$ cat config.mk
export PLATFORM = sky130hd
export DESIGN_NAME = fetch_unit_flat
export DESIGN_NICKNAME = d
export VERILOG_FILES = /design/src/rtl/rv32i_pkg.sv /design/src/rtl/fetch_unit_if.sv /design/src/rtl/fetch_unit.sv /design/src/flat_wrapper.sv
export SDC_FILE = /design/constraint.sdc
export NUM_CORES = 1
export LEC_CHECK = 0
export BUFFER_PORTS_ARGS = -buffer_cell sky130_fd_sc_hd__buf_2
export CAP_MARGIN = 10
export CORE_MARGIN = 3
export CORE_UTILIZATION = 45
export CTS_BUF_LIST = sky130_fd_sc_hd__clkbuf_4
export DETAILED_ROUTE_END_ITERATION = 7
export PLACE_DENSITY = 0.83
export SETUP_SLACK_MARGIN = 0.5
export SYNTH_ARGS = -nofsm -noshare
export SYNTH_HDL_FRONTEND = slang
export SYNTH_SLANG_ARGS = --single-unit
$ cat constraint.sdc
create_clock -name clk -period 4.4 [get_ports clk]
set_input_delay 0.22 -clock clk [delete_from_list [all_inputs] [get_ports clk]]
set_output_delay 0.22 -clock clk [all_outputs]
set_load 0.03 [all_outputs]
$ cat src/rtl/rv32i_pkg.sv
// rv32i_pkg
//  Shared types and constants for the RV32I front end.
//  fetch_state_t : fetch FSM states (request, wait for response, hold output)
//  RESET_PC_DEFAULT : address the core starts fetching from after reset
//  INST_NOP      : canonical NOP (addi x0, x0, 0) used as the idle buffer value
package rv32i_pkg;

    localparam logic [31:0] RESET_PC_DEFAULT = 32'h0100_0000;
    localparam logic [31:0] INST_NOP         = 32'h0000_0013;

    typedef enum logic [1:0] {
        S_REQ  = 2'd0,
        S_WAIT = 2'd1,
        S_HOLD = 2'd2
    } fetch_state_t;

endpackage

$ cat src/rtl/fetch_unit_if.sv
// fetch_unit_if
//  Bundles the handshake buses around the fetch unit.
//  imem_req_*  : fetch request to instruction memory (valid/ready, address)
//  imem_rsp_*  : instruction memory read data (one response per accepted request)
//  redirect_*  : control-flow redirect pulse from execute
//  inst_*      : buffered instruction presented to decode (valid/ready)
//  modport master : the fetch unit's view
//  modport slave  : the view of memory, execute and decode around it
interface fetch_unit_if #(
    parameter int XLEN = 32
);

    logic            imem_req_valid;
    logic            imem_req_ready;
    logic [XLEN-1:0] imem_req_addr;
    logic            imem_rsp_valid;
    logic [XLEN-1:0] imem_rsp_data;
    logic            redirect_valid;
    logic [XLEN-1:0] redirect_pc;
    logic            inst_valid;
    logic            inst_ready;
    logic [XLEN-1:0] inst_data;
    logic [XLEN-1:0] inst_pc;

    modport master (
        output imem_req_valid, imem_req_addr,
        input  imem_req_ready,
        input  imem_rsp_valid, imem_rsp_data,
        input  redirect_valid, redirect_pc,
        output inst_valid, inst_data, inst_pc,
        input  inst_ready
    );

    modport slave (
        input  imem_req_valid, imem_req_addr,
        output imem_req_ready,
        output imem_rsp_valid, imem_rsp_data,
        output redirect_valid, redirect_pc,
        input  inst_valid, inst_data, inst_pc,
        output inst_ready
    );

endinterface

$ cat src/rtl/fetch_unit.sv
// fetch_unit
//  Fetches one RV32I instruction per PC with a single outstanding memory
//  request and hands it to decode through a one-entry output buffer.
//  Drives the external pc register (next_pc) and reads its output (current_pc).
//  Ports:
//   clk, reset    : clock and synchronous active-high reset
//   current_pc    : pc register output, also the fetch address
//   next_pc       : pc register input, combinational
//   bus           : fetch_unit_if.master (imem request/response, redirect, decode)
//   misalign_err  : one-cycle pulse the cycle after a redirect to a non-word target
module fetch_unit
    import rv32i_pkg::*;
#(
    parameter int              XLEN     = 32,
    parameter logic [XLEN-1:0] RESET_PC = RESET_PC_DEFAULT
) (
    input  logic            clk,
    input  logic            reset,
    input  logic [XLEN-1:0] current_pc,
    output logic [XLEN-1:0] next_pc,
    fetch_unit_if.master    bus,
    output logic            misalign_err
);

    fetch_state_t    state_q, state_d;
    logic            kill_q, kill_d;
    logic            inst_valid_q, inst_valid_d;
    logic [XLEN-1:0] inst_data_q, inst_data_d;
    logic [XLEN-1:0] inst_pc_q, inst_pc_d;
    logic            misalign_err_q, misalign_err_d;
    logic            advance;

    // A response only moves the PC forward when it is a live (not killed) one.
    assign advance = (state_q == S_WAIT) && bus.imem_rsp_valid && !kill_q;

    // Redirect wins over sequential advance; the target is forced word-aligned.
    always_comb begin
        next_pc = current_pc;
        if (reset) begin
            next_pc = RESET_PC;
        end else if (bus.redirect_valid) begin
            next_pc = {bus.redirect_pc[XLEN-1:2], 2'b00};
        end else if (advance) begin
            next_pc = current_pc + XLEN'(4);
        end
    end

    // Request depends only on state, so memory and decode handshakes never
    // feed back combinationally into imem_req_valid.
    assign bus.imem_req_valid = (state_q == S_REQ) && !reset;
    assign bus.imem_req_addr  = current_pc;
    assign bus.inst_valid     = inst_valid_q;
    assign bus.inst_data      = inst_data_q;
    assign bus.inst_pc        = inst_pc_q;
    assign misalign_err       = misalign_err_q;

    // Next-state logic. A redirect always empties the output buffer; a request
    // that is already in flight (or accepted this cycle) is marked for killing
    // so its response is dropped instead of reaching decode.
    always_comb begin
        state_d        = state_q;
        kill_d         = kill_q;
        inst_valid_d   = inst_valid_q;
        inst_data_d    = inst_data_q;
        inst_pc_d      = inst_pc_q;
        misalign_err_d = bus.redirect_valid && (bus.redirect_pc[1:0] != 2'b00);

        case (state_q)
            S_REQ: begin
                if (bus.imem_req_ready) begin
                    state_d = S_WAIT;
                    if (bus.redirect_valid) begin
                        kill_d = 1'b1;
                    end
                end
            end
            S_WAIT: begin
                if (bus.imem_rsp_valid) begin
                    state_d = S_REQ;
                    kill_d  = 1'b0;
                    if (!kill_q && !bus.redirect_valid) begin
                        inst_data_d  = bus.imem_rsp_data;
                        inst_pc_d    = current_pc;
                        inst_valid_d = 1'b1;
                        state_d      = S_HOLD;
                    end
                end else if (bus.redirect_valid) begin
                    kill_d = 1'b1;
                end
            end
            S_HOLD: begin
                if (bus.redirect_valid || bus.inst_ready) begin
                    inst_valid_d = 1'b0;
                    state_d      = S_REQ;
                end
            end
            default: begin
                state_d = S_REQ;
            end
        endcase

        if (bus.redirect_valid) begin
            inst_valid_d = 1'b0;
        end
    end

    always_ff @(posedge clk) begin
        if (reset) begin
            state_q        <= S_REQ;
            kill_q         <= 1'b0;
            inst_valid_q   <= 1'b0;
            inst_data_q    <= INST_NOP;
            inst_pc_q      <= '0;
            misalign_err_q <= 1'b0;
        end else begin
            state_q        <= state_d;
            kill_q         <= kill_d;
            inst_valid_q   <= inst_valid_d;
            inst_data_q    <= inst_data_d;
            inst_pc_q      <= inst_pc_d;
            misalign_err_q <= misalign_err_d;
        end
    end

endmodule

$ cat src/flat_wrapper.sv
// flat-port wrapper written by rule: the top's interface ports become plain ports
module fetch_unit_flat import rv32i_pkg::*;
#(
    parameter int              XLEN     = 32,
    parameter logic [XLEN-1:0] RESET_PC = RESET_PC_DEFAULT
)
  (clk, reset, current_pc, next_pc, misalign_err, bus_imem_req_valid, bus_imem_req_addr, bus_imem_req_ready, bus_imem_rsp_valid, bus_imem_rsp_data, bus_redirect_valid, bus_redirect_pc, bus_inst_valid, bus_inst_data, bus_inst_pc, bus_inst_ready);
  fetch_unit_if #(.XLEN(XLEN)) bus_i ();
  input  logic clk;
  input  logic reset;
  input  logic [XLEN-1:0] current_pc;
  output logic [XLEN-1:0] next_pc;
  output logic misalign_err;
  output wire logic [$bits(bus_i.imem_req_valid)-1:0] bus_imem_req_valid;
  output wire logic [$bits(bus_i.imem_req_addr)-1:0] bus_imem_req_addr;
  input wire logic [$bits(bus_i.imem_req_ready)-1:0] bus_imem_req_ready;
  input wire logic [$bits(bus_i.imem_rsp_valid)-1:0] bus_imem_rsp_valid;
  input wire logic [$bits(bus_i.imem_rsp_data)-1:0] bus_imem_rsp_data;
  input wire logic [$bits(bus_i.redirect_valid)-1:0] bus_redirect_valid;
  input wire logic [$bits(bus_i.redirect_pc)-1:0] bus_redirect_pc;
  output wire logic [$bits(bus_i.inst_valid)-1:0] bus_inst_valid;
  output wire logic [$bits(bus_i.inst_data)-1:0] bus_inst_data;
  output wire logic [$bits(bus_i.inst_pc)-1:0] bus_inst_pc;
  input wire logic [$bits(bus_i.inst_ready)-1:0] bus_inst_ready;
  assign bus_imem_req_valid = bus_i.imem_req_valid;
  assign bus_imem_req_addr = bus_i.imem_req_addr;
  assign bus_i.imem_req_ready = bus_imem_req_ready;
  assign bus_i.imem_rsp_valid = bus_imem_rsp_valid;
  assign bus_i.imem_rsp_data = bus_imem_rsp_data;
  assign bus_i.redirect_valid = bus_redirect_valid;
  assign bus_i.redirect_pc = bus_redirect_pc;
  assign bus_inst_valid = bus_i.inst_valid;
  assign bus_inst_data = bus_i.inst_data;
  assign bus_inst_pc = bus_i.inst_pc;
  assign bus_i.inst_ready = bus_inst_ready;
  fetch_unit #(.XLEN(XLEN), .RESET_PC(RESET_PC)) u_core (.clk(clk), .reset(reset), .current_pc(current_pc), .next_pc(next_pc), .bus(bus_i), .misalign_err(misalign_err));
endmodule
==> results.sh <==
export IMPL_synth_edf_count=0
export IMPL_clk_latency_ns=0.42
export IMPL_synth_nets=628
export IMPL_ys_seq_elements=69
export IMPL_slew_violations=0
export IMPL_synth_async_reset_ratio=0
export IMPL_pwr_density_cell_nw_per_um2=283
export IMPL_status="finished clean"
export IMPL_place_area_um2=4740
export IMPL_drt_initial_drc_count=189
export IMPL_combPwrFrac=0.242
export IMPL_grt_pass1_vias=4177
export IMPL_layout_setup_ws_ns=0.897
export IMPL_setup_viol=0
export IMPL_switching_share=0.348
export IMPL_relSlewSlack=0.526
export IMPL_drive_gt1_frac=0.361
export IMPL_start_util=0.476
export IMPL_core_area_um2=7930
export IMPL_grt_overflow=0
export IMPL_synth_warning_count=0
export IMPL_power_leakage_nw=2.26
export IMPL_critPathKind="reg -> out"
export IMPL_netlist_area_um2=3770
export IMPL_whs_ns=0.0294
export IMPL_h_tree_depth=3
export IMPL_finalNetCount=823
export IMPL_cts_resized=0
export IMPL_crit_path_end_kind="primary output"
export IMPL_cts_tree="yes"
export IMPL_fin_skew_ns=0.00739
export IMPL_place_ws_ns=1.39
export IMPL_chipHeight_um=97.5
export IMPL_cts_reportedPaths_clkPinSlew_ns=0.13
export IMPL_grt_max_degree=60
export IMPL_critPathArrivalTime_ns=3.28
export IMPL_dieArea_um2=9520
export IMPL_fin_area_um2=5010
export IMPL_syn_instance_count=525
export IMPL_antenna_found_initial=0
export IMPL_area_delta_synth_final_pct=32.9
export IMPL_power_switching_uw=494
export IMPL_fp_dieW_um=97.5
export IMPL_p_clk_frac=0.301
export IMPL_period_share=0.796
export IMPL_grt_pass1_wl_um=20800
export IMPL_ys_seq_area_frac=0.366
export IMPL_setup_tns_ns=0
export IMPL_hold_class="in -> reg"
export IMPL_max_freq_mhz=285
export IMPL_ir_worst_vdd_uv=212
export IMPL_layout_commonest_cell="buf_2"
export IMPL_cts_num_sinks=69
export IMPL_synthDistinctLibCells=45
export IMPL_first_pass_iters=5
export IMPL_total_power_mw=1.42
export IMPL_drt_total_wl_um=13000
export IMPL_ant_nets=0
export IMPL_drv_cap=0
export IMPL_globalplace_congestion=0.900
export IMPL_cp_max_fo=15
export IMPL_ys_flop_type="dfxtp_1"
export IMPL_tightest_slew_ns=0.708
export IMPL_syn_area_per_cell_um2=7.18
export IMPL_worst_setup_path_start_kind="flip-flop"
export IMPL_drc=0
export IMPL_placementRows=32
export IMPL_period_minus_slack_ns=3.50
export IMPL_routed_via_density=5.42
export IMPL_wl_per_cell_um=15.8
export IMPL_port_buffers=232
export IMPL_cp_required_ns=4.18
export IMPL_rsz0062_at_grt="no"
export IMPL_cts_buffers=9
export IMPL_num_vias=4483
export IMPL_grt_util_all_layers=0.263
export IMPL_layout_common_cells="buf_2 (232), nand2_1 (141), dfxtp_1 (69)"
export IMPL_internal_power_uw=925
export IMPL_ctsLongestPathBuffers=2
export IMPL_io_pin_count=233
export IMPL_dp_hpwl_um=9590
export IMPL_hold_violations=0
export IMPL_n_antenna_cell=0
export IMPL_clock_root_buffer="clkbuf_4"
export IMPL_p_seq_frac=0.457
[power by group through the flow]
stage          Clock [mW]  Combinational [mW]  Sequential, mW
2_1_floorplan           0               0.190           0.688
3_3_place_gp            0               0.329           0.661
3_5_place_dp            0               0.333           0.662
4_1_cts             0.440               0.343           0.648
5_1_grt             0.470               0.369           0.651
6_report            0.428               0.344           0.648
[registers in the layout, summed over array words and instances (netlist names)]
register / flops
u_core.kill_q: 1
u_core.state_q: 2
u_core.bus.inst_valid: 1
u_core.bus.inst_data: 32
u_core.bus.inst_pc: 32
u_core.misalign_err: 1
[routing by layer]
metal / wire length (um) / up-vias / global-route usage
met1: 5050 / 2026 / 0.304
met4: 383 / 0 / 0.105
met5: 0 / - / 0
met3: 986 / 31 / 0.0503
li1: - / 2195 / -
met2: 6620 / 231 / 0.473
[metrics by stage]
stage | std cells | utilization
floorplan | 525 | -
global placement | 798 | 0.598
detailed placement | 798 | 0.598
CTS | 827 | 0.632
global route | 827 | 0.632
finish | 827 | 0.632
[synth_stat cells, drive strengths merged, types with 2 or more instances]
cell / count / area (um^2)
a2111oi: 3 / 26.3
a211oi: 6 / 45.0
a21oi: 66 / 330
a221oi: 2 / 17.5
a311oi: 13 / 114
a32oi: 3 / 26.3
and2: 2 / 12.5
and4: 5 / 43.8
buf: 35 / 253
clkbuf: 32 / 121
dfxtp: 69 / 1380
inv: 13 / 48.8
nand2: 141 / 529
nand3: 15 / 75.1
nand3b: 3 / 22.5
nand4: 10 / 68.8
nor2: 30 / 113
nor3: 11 / 55.1
nor4: 5 / 31.3
o211ai: 4 / 30.0
o21a: 2 / 15.0
o21ai: 11 / 55.1
o31a: 2 / 17.5
o31ai: 5 / 37.5
or3: 8 / 50.1
or3b: 2 / 17.5
or4: 9 / 71.3
xnor2: 6 / 52.6
[timing repair]
action,in CTS,in global routing
hold endpoints to repair,12,0
buffers inserted,0,0
hold buffers,13,0
[cells by family after synthesis]
logic type	Yosys count	synth area share
compound gates	119	0.194
xor+xnor	7	0.0163
fa+ha+maj	1	0.00332
buf+inv	80	0.112
flops	69	0.366
mux	2	0.00564
simple gates	247	0.302
[area by class of cell]
type                    instances  area (um^2)
repair buffers                251         1340
multi-input cells             376         1980
fillers                       752         2920
inverters                      13         48.8
well taps                     102          128
clock buffers                   9         67.6
flip-flops and latches         69         1380
clock inverters                 7         72.6
[worst paths after layout]
kind / start / end / slack (ns) / cells past startpoint
min reg2reg: u_core.bus.inst_pc[10] / u_core.bus.inst_pc[10] / 0.46 / 2
min: bus_imem_rsp_data[26] / u_core.bus.inst_data[26] / 0.03 / 3
max: u_core.state_q[0] / next_pc[23] / 0.90 / 5
max reg2reg: u_core.state_q[0] / u_core.bus.inst_data[23] / 1.75 / 5
[worst max-delay path, stage by stage (launching register included)]
cell and delay (ns):
dfxtp_1 0.47, nand4bb_1 0.61, or4_1 0.83, or4_1 0.44, a311oi_1 0.27, buf_2 0.24
Power figures use the tool's default switching activity.
